==> src/rtl/inst_loader.sv <==
// Byte-stream program loader: parses a 16-bit little-endian word-count header,
// assembles little-endian 32-bit words and writes them to instruction memory.
module inst_loader #(
    parameter logic [31:0] BASE_ADDR = 32'h0000_0000,
    parameter int unsigned MAX_WORDS = 256
) (
    input  logic        clk,
    input  logic        rst_n,
    input  logic        start_i,
    input  logic [7:0]  byte_i,
    input  logic        byte_valid_i,
    output logic        byte_ready_o,
    output logic [31:0] mem_addr_o,
    output logic [31:0] mem_data_o,
    output logic        mem_wr_en_o,
    output logic        cpu_hold_o,
    output logic        busy_o,
    output logic        done_o,
    output logic        err_o
);

    typedef enum logic [2:0] {
        S_IDLE,
        S_HDR0,
        S_HDR1,
        S_DATA,
        S_WRITE,
        S_DONE,
        S_ERR
    } state_t;

    localparam logic [15:0] MAX_LEN = 16'(MAX_WORDS);

    state_t      state_q;
    state_t      state_d;
    logic [15:0] length_q;
    logic [15:0] words_rem_q;
    logic [1:0]  byte_idx_q;
    logic [31:0] word_q;
    logic [31:0] word_addr_q;

    logic        accept;
    logic [15:0] hdr_len;
    logic        len_ok;
    logic        session_start;

    // Ready is a function of state only, so it never depends on byte_valid_i.
    assign accept        = byte_ready_o & byte_valid_i;
    assign hdr_len       = {byte_i, length_q[7:0]};
    assign len_ok        = (hdr_len != 16'd0) && (hdr_len <= MAX_LEN);
    assign session_start = start_i &&
                           (state_q == S_IDLE || state_q == S_DONE || state_q == S_ERR);

    // NOTE: sequential state uses non-blocking assignments so every register
    // samples pre-edge values regardless of process ordering.
    always_ff @(posedge clk or negedge rst_n) begin
        if (!rst_n) begin
            state_q <= S_IDLE;
        end else begin
            state_q <= state_d;
        end
    end

    // NOTE: every combinational output gets a default first; a missed branch
    // would otherwise infer a latch.
    always_comb begin
        state_d      = state_q;
        byte_ready_o = 1'b0;
        mem_wr_en_o  = 1'b0;
        busy_o       = 1'b0;
        done_o       = 1'b0;
        err_o        = 1'b0;
        cpu_hold_o   = 1'b1;

        unique case (state_q)
            S_IDLE: begin
                if (start_i) state_d = S_HDR0;
            end
            S_HDR0: begin
                byte_ready_o = 1'b1;
                busy_o       = 1'b1;
                if (accept) state_d = S_HDR1;
            end
            S_HDR1: begin
                byte_ready_o = 1'b1;
                busy_o       = 1'b1;
                if (accept) state_d = len_ok ? S_DATA : S_ERR;
            end
            S_DATA: begin
                byte_ready_o = 1'b1;
                busy_o       = 1'b1;
                if (accept && byte_idx_q == 2'd3) state_d = S_WRITE;
            end
            S_WRITE: begin
                mem_wr_en_o = 1'b1;
                busy_o      = 1'b1;
                state_d     = (words_rem_q == 16'd1) ? S_DONE : S_DATA;
            end
            S_DONE: begin
                done_o     = 1'b1;
                cpu_hold_o = 1'b0;
                if (start_i) state_d = S_HDR0;
            end
            S_ERR: begin
                err_o = 1'b1;
                if (start_i) state_d = S_HDR0;
            end
            default: state_d = S_IDLE;
        endcase
    end

    // Datapath: header capture, word assembly and write-port registers.
    // The write port registers load on the 4th byte so they are valid during
    // WRITE and then simply hold until the next word.
    always_ff @(posedge clk or negedge rst_n) begin
        if (!rst_n) begin
            length_q    <= 16'd0;
            words_rem_q <= 16'd0;
            byte_idx_q  <= 2'd0;
            word_q      <= 32'd0;
            word_addr_q <= BASE_ADDR;
            mem_addr_o  <= BASE_ADDR;
            mem_data_o  <= 32'd0;
        end else if (session_start) begin
            length_q    <= 16'd0;
            byte_idx_q  <= 2'd0;
            word_q      <= 32'd0;
            word_addr_q <= BASE_ADDR;
        end else begin
            case (state_q)
                S_HDR0: begin
                    if (accept) length_q[7:0] <= byte_i;
                end
                S_HDR1: begin
                    if (accept) begin
                        length_q[15:8] <= byte_i;
                        words_rem_q    <= hdr_len;
                        byte_idx_q     <= 2'd0;
                    end
                end
                S_DATA: begin
                    if (accept) begin
                        word_q[{byte_idx_q, 3'b000} +: 8] <= byte_i;
                        byte_idx_q <= byte_idx_q + 2'd1;
                        if (byte_idx_q == 2'd3) begin
                            mem_data_o <= {byte_i, word_q[23:0]};
                            mem_addr_o <= word_addr_q;
                        end
                    end
                end
                S_WRITE: begin
                    word_addr_q <= word_addr_q + 32'd4;
                    words_rem_q <= words_rem_q - 16'd1;
                    word_q      <= 32'd0;
                end
                default: ;
            endcase
        end
    end

endmodule

==> config.mk <==
export PLATFORM = sky130hd
export DESIGN_NAME = inst_loader
export DESIGN_NICKNAME = d
export VERILOG_FILES = /design/src/rtl/inst_loader.sv
export SDC_FILE = /design/constraint.sdc
export NUM_CORES = 1
export LEC_CHECK = 0
export ABC_AREA = 0
export CAP_MARGIN = 10
export CORE_UTILIZATION = 56
export CTS_CLUSTER_DIAMETER = 30
export DETAILED_ROUTE_END_ITERATION = 8
export PLACE_DENSITY = 0.78
export SYNTH_ARGS = -nofsm -noshare
export SYNTH_HDL_FRONTEND = slang
export SYNTH_SLANG_ARGS = --single-unit
export TNS_END_PERCENT = 1
==> constraint.sdc <==
create_clock -name clk -period 2.35 [get_ports clk]
set_input_delay 0.5875 -clock clk [delete_from_list [all_inputs] [get_ports clk]]
set_output_delay 0.5875 -clock clk [all_outputs]
set_load 0.1 [all_outputs]
==> results of run 1 <==
cell type report:
| class | count | area, µm² | area share |
|---|---|---|---|
| clock buffer | 25 | 515 | 0.0582 |
| timing repair buffer | 123 | 1110 | 0.125 |
| clock inverter | 7 | 95.1 | 0.0107 |
| sequential | 145 | 3630 | 0.410 |
| multi-input combinational | 459 | 3230 | 0.365 |
| tap | 168 | 210 | 0.0237 |
| inverter | 18 | 71.3 | 0.00805 |
routing by layer:
layer / wire length (µm) / GRT usage
met5: 0 / 0
met4: 444 / 0.108
met3: 1040 / 0.0646
met2: 8420 / 0.458
met1: 7460 / 0.398
timing repair:
action,CTS,global route
gates resized for setup,1,2
gates cloned,0,0
setup endpoints to repair,1,3
registers in the layout, summed over array words and instances, names as in the netlist:
signal	cells
byte_idx_q	2
length_q	8
mem_addr_o	30
mem_data_o	32
state_q	3
word_addr_q	30
word_q	24
words_rem_q	16
stage by stage:
step	power, mW	instances	area, µm²	TNS, ns
2_1_floorplan	5.27	666	7100	-1.11
3_3_place_gp	6.17	913	8240	-0.398
3_5_place_dp	6.32	913	8240	-1.51
4_1_cts	9.08	945	8850	0
5_1_grt	9.54	945	8860	0
6_report	9.09	945	8860	0
worst max-delay path, cell delays in order, from the launching register on:
cell and delay, ns:
dfrtp_1 0.40, or3b_4 0.47, inv_2 0.19, buf_12 0.20
Yosys cell counts (all sizes together) (4+ instances only):
| library cell | instances | area (µm²) |
|---|---|---|
| a21boi | 5 | 37.5 |
| a22o | 4 | 35.0 |
| nand3 | 33 | 165 |
| nor4 | 10 | 62.6 |
| o21ai | 28 | 140 |
| clkbuf | 34 | 128 |
| o31ai | 14 | 105 |
| xnor2 | 8 | 70.1 |
| mux2 | 86 | 968 |
| or4 | 20 | 154 |
| nand2 | 60 | 225 |
| buf | 10 | 50.0 |
| dfrtp | 145 | 3630 |
| nor3 | 13 | 65.1 |
| nand4 | 9 | 56.3 |
| o22ai | 4 | 25.0 |
| a21oi | 63 | 315 |
| ha | 7 | 87.6 |
| and2 | 4 | 25.0 |
| nor2 | 21 | 78.8 |
| or3 | 5 | 31.3 |
| inv | 18 | 67.6 |
| a211oi | 11 | 82.6 |
worst max-delay path by stage:
| stage | start | depth (start not counted) | to |
|---|---|---|---|
| 6_report | state_q[1]$_DFFE_PN0P_ | 3 | mem_wr_en_o |
| 5_1_grt | state_q[0]$_DFFE_PN0P_ | 5 | busy_o |
| 4_1_cts | state_q[1]$_DFFE_PN0P_ | 5 | busy_o |
| 3_5_place_dp | start_i | 6 | word_q[17]$_DFFE_PN0P_ |
| 3_3_place_gp | start_i | 6 | word_q[19]$_DFFE_PN0P_ |
| 2_1_floorplan | state_q[0]$_DFFE_PN0P_ | 4 | byte_ready_o |
power by group through the flow:
stage | logic, mW | registers [mW] | clock network, mW
after floorplan | 1.98 | 3.29 | 0
after global placement | 3.05 | 3.13 | 0
after detailed placement | 3.17 | 3.15 | 0
after CTS | 3.19 | 3.11 | 2.78
after global routing | 3.49 | 3.17 | 2.89
final | 3.21 | 3.13 | 2.75
kinds of logic after synthesis:
kind of cell / count (synthesis)
simple gates: 197
compound gates: 155
flops: 145
mux: 86
buf+inv: 62
xor+xnor: 11
fa+ha+maj: 8
other cells: 1
==> impl_metrics.toml, run 1 <==
[clock_tree]
cts_tree = "yes"
cts_hold_buf = 0
clock_latency_ns = 0.43
numCtsBuffers = 17
cts.sinks = 145
cts_root_buffer = "clkbuf_16"
clockBufferDepth = 2
htreeDepth = 4
cts_setup_buffers = 0
clk_pin_slew_worst_paths_ns = 0.06

[detailed_routing]
vias_per_cell = 6.07
drtAntennaViolNets = 0
drc = 0
drt_pre_antenna_iters = 5
post_drt_wl_per_cell_um = 18.4
via_count = 5735
drtIter0Drc = 490
drt-total-wl_um = 17400

[placement]
place_ws_ns = -0.0789
post-dp-hpwl_um = 12000
gp_congestion = 0.917
io_buffers = 79

[critical_path]
r2r_slack_ns = 0.19
crit_fanout = 7
path_class = "reg -> out"
critical_path.reg2reg.startpoint = "state_q[1]$_DFFE_PN0P_"
endpoint_kind = "output port"
reg2reg_depth = 5
cp.arrival_ns = 1.69
crit_required_ns = 1.76
startpoint_type = "flop"
r2r_end = "word_addr_q[28]$_DFFE_PN0N_"

[global_routing]
grt_usage = 0.291
antenna_found_initial = 0
grt_pass1_wl_um = 29000
first_global_vias = 5594
grt_max_degree = 60
overflow = 0

[final_layout]
layout-drive-gt1-share = 0.317
antenna_cells = 0
area_growth_pct = 25.7
final_cell_mix = "dfrtp_1 (145), buf_4 (99), mux2_2 (86)"
layout_commonest_cell = "dfrtp_1"
fillers = 864
final_core_utilization = 0.728
nNetsFinal = 783

[synth]
seq_area_frac_synth = 0.515
synth_ff_type = "dfrtp_1"
synth_warnings = 0
synth-xor-area-share = 0.0137
synth_cells = 665
synth_compound_area_frac = 0.137
synthAdderAreaFrac = 0.0138
synthSimpleGateAreaFrac = 0.148
synth_cell_types = 57
syn-cell-area_um2 = 7050
syn_avg_cell_area_um2 = 10.6
ys_seq_elements = 145
postSynth.asyncResetShare = 1.00
synth-edff-count = 0
synthMuxAreaShare = 0.137
synth_top_family_by_area = "simple AND/OR/NAND/NOR gates"

[sta]
period_share = 0.970
hold_viol = 0
fin_skew_ns = 0.00865
slew_headroom = 0.559
rsz0062_at_grt = "false"
tightest_slew_ns = 0.655
whs_ns = 0.137
fin_crit_ns = 2.28
finalSetupViolations = 0
layout_setup_ws_ns = 0.0707
fmax_ghz = 0.439
slew_viol_final = 0

[min_path]
hp-class = "in -> async"

[pwr]
leakage_nw = 4.12
netSwitchingFraction = 0.366
p_seq_frac = 0.344
switching_power_mw = 3.33
p_per_area_nw_per_um2 = 1030
ir_worst_vdd_mv = 0.594
p_int_mw = 5.76
power_frac_comb = 0.353
pwr-share-clk = 0.303

[die]
dieArea_um2 = 13000
die_height_um = 114
ios = 82
die-width_um = 114
core_area_um2 = 12200
placementRows = 40
start_util = 0.579

[run]
drv_cap = 0

[outcome]
status = "complete, no violations"
No activity file was read; power rests on OpenSTA's default activity.
==> inputs of run 2 (changes only) <==
--- a/config.mk
+++ b/config.mk
@@ -7,10 +7,13 @@
 export LEC_CHECK = 0
 export ABC_AREA = 0
 export CAP_MARGIN = 10
-export CORE_UTILIZATION = 56
+export CELL_PAD_IN_SITES_DETAIL_PLACEMENT = 1
+export CELL_PAD_IN_SITES_GLOBAL_PLACEMENT = 2
+export CORE_UTILIZATION = 37
 export CTS_CLUSTER_DIAMETER = 30
 export DETAILED_ROUTE_END_ITERATION = 8
-export PLACE_DENSITY = 0.78
+export MAX_ROUTING_LAYER = met4
+export PLACE_DENSITY = 0.79
 export SYNTH_ARGS = -nofsm -noshare
 export SYNTH_HDL_FRONTEND = slang
 export SYNTH_SLANG_ARGS = --single-unit
==> run 2 against run 1 <==
- die area is 50% higher
- utilization is 25 points lower
- global-route usage is 6.4 points lower
- sequential power hardly changed
- design area is 1.3% higher
- routed wire length is 18% higher
- worst setup slack worse by 0.040 ns
- worst hold slack worse by 0.027 ns
- fmax is 1.7% lower
- combinational power is 4% higher
- register-to-register slack worse by 0.02 ns
- clock power is 4% lower
- critical path type unchanged
- largest cell class unchanged
==> impl_metrics.toml, run 2 (same netlist as run 1, synthesis figures left out) <==
[outcome]
status = "complete, no violations"

[die]
die-width_um = 140
dieArea_um2 = 19600
core_area_um2 = 18700
start_util = 0.377
die_height_um = 140
ios = 82
placementRows = 50

[pwr]
p_per_area_nw_per_um2 = 1020
leakage_nw = 4.12
ir_worst_vdd_mv = 0.626
p_total_mw = 9.12

[final_layout]
area_growth_pct = 27.4
regMostFlops = "mem_data_o"
fillers = 2010
nNetsFinal = 786
layout.area.seq_um2 = 3630
top_regs = "mem_data_o (32), mem_addr_o (30), word_addr_q (30)"
antenna_cells = 0
largest_reg_flops = 32
multi_input_area_um2 = 3230
final_cell_mix = "dfrtp_1 (145), buf_4 (100), mux2_2 (86)"
final_core_utilization = 0.480
layout_commonest_cell = "dfrtp_1"
stdcell_area_um2 = 8970
stdcell_count = 1014
layout-drive-gt1-share = 0.321

[critical_path]
critPathSlowestCell = "dfrtp_1"
crit_family = "buffers and inverters"
path_class = "reg -> out"
crit_fanout = 20
max_stage_delay_ns = 0.38
startpoint_type = "flop"
path_cells = "buf_4 > inv_1 > nand3_4 > clkinvlp_4 > buf_12"
crit_required_ns = 1.76
critPathBufInv = 4
endpoint_kind = "output port"
cp.arrival_ns = 1.73

[detailed_routing]
drt_pre_antenna_iters = 4
post_drt_wl_per_cell_um = 20.1
via_count = 5731
vias_per_cell = 5.65
drtIter0Drc = 293
drtAntennaViolNets = 0
drc = 0
drt-total-wl_um = 20400

[global_routing]
overflow = 0
grt_util_met2 = 0.366
busiest_layer = "met2"
antenna_found_initial = 0
grt_max_degree = 57
first_global_vias = 6086
grt_use_met1 = 0.293
grt_usage = 0.227
gr-usage-met3 = 0.0369
grt_pass1_wl_um = 33500

[placement]
place_ws_ns = -0.100
post-dp-hpwl_um = 14100
dp.cells = 981
gp_congestion = 0.828
placed_cell_area_um2 = 8360
io_buffers = 79

[clock_tree]
clk_pin_slew_worst_paths_ns = 0.06
clock_latency_ns = 0.42
clockBufferDepth = 2
htreeDepth = 4
cts_tree = "yes"
cts_hold_buf = 0
cts.sinks = 145
cts_setup_buffers = 0
cts_root_buffer = "clkbuf_16"
numCtsBuffers = 17

[sta]
layout_setup_ws_ns = 0.0305
hold_viol = 0
fin_skew_ns = 0.00842
rsz0062_at_grt = "true"
fmax_ghz = 0.431
tns_ns = 0
slew_viol_final = 0
finalSetupViolations = 0
period_share = 0.987
fin_crit_ns = 2.32
whs_ns = 0.110

[run]
drv_cap = 0

[min_path]
hp-class = "in -> async"
==> run 2: where the power goes <==
| group | total (mW) | switching (mW) | internal, mW | leakage (nW) |
|---|---|---|---|---|
| sequential | 3.13 | 0.318 | 2.81 | 1.98 |
| combinational | 3.35 | 2.09 | 1.26 | 1.88 |
| clock | 2.64 | 1.14 | 1.50 | 0.260 |
| total | 9.12 | 3.55 | 5.57 | 4.12 |
==> run 2: timing repair <==
| item | in CTS | in global routing |
|---|---|---|
| gates resized for setup | 2 | 2 |
| setup endpoints to repair | 1 | 4 |
| gates cloned | 1 | 0 |
| endpoints found under the hold margin | 0 | 0 |
| pin swaps | 0 | 0 |
==> run 2: path summary, 6_finish.rpt <==
check | start | end | slack [ns] | depth (start not counted)
max in group asynchronous | rst_n | mem_data_o[13]$_DFFE_PN0P_ | 1.58 | 2
hold reg to reg | mem_addr_o[12]$_DFFE_PN0P_ | mem_addr_o[12]$_DFFE_PN0P_ | 0.49 | 2
setup reg to reg | state_q[1]$_DFFE_PN0P_ | word_addr_q[28]$_DFFE_PN0N_ | 0.17 | 5
hold / removal | rst_n | mem_addr_o[12]$_DFFE_PN0P_ | 0.11 | 1
min in group clk | mem_addr_o[12]$_DFFE_PN0P_ | mem_addr_o[12]$_DFFE_PN0P_ | 0.49 | 2
setup / recovery | state_q[1]$_DFFE_PN0P_ | done_o | 0.03 | 5
==> run 2: worst reg2reg max path: cells and delay by family, from the launching register on <==
family / cells / cell delay [ns]
AND/OR/NAND/NOR: 3 / 1.37
flip-flops: 1 / 0.38
AO/OA/AOI/OAI: 1 / 0.21
buffers and inverters: 1 / 0.12
==> run 2: cell type report <==
cell class	count	area share
multi-input cells	459	0.360
flip-flops and latches	145	0.404
well taps	234	0.0326
clock buffers	19	0.0494
repair buffers	126	0.131
inverters	18	0.00850
clock inverters	13	0.0142
==> run 2: layer usage <==
layer	share of wire	vias up
met2	0.50	111
li1	-	2657
met3	0.036	14
met5	0	-
met4	0.012	0
met1	0.45	2949
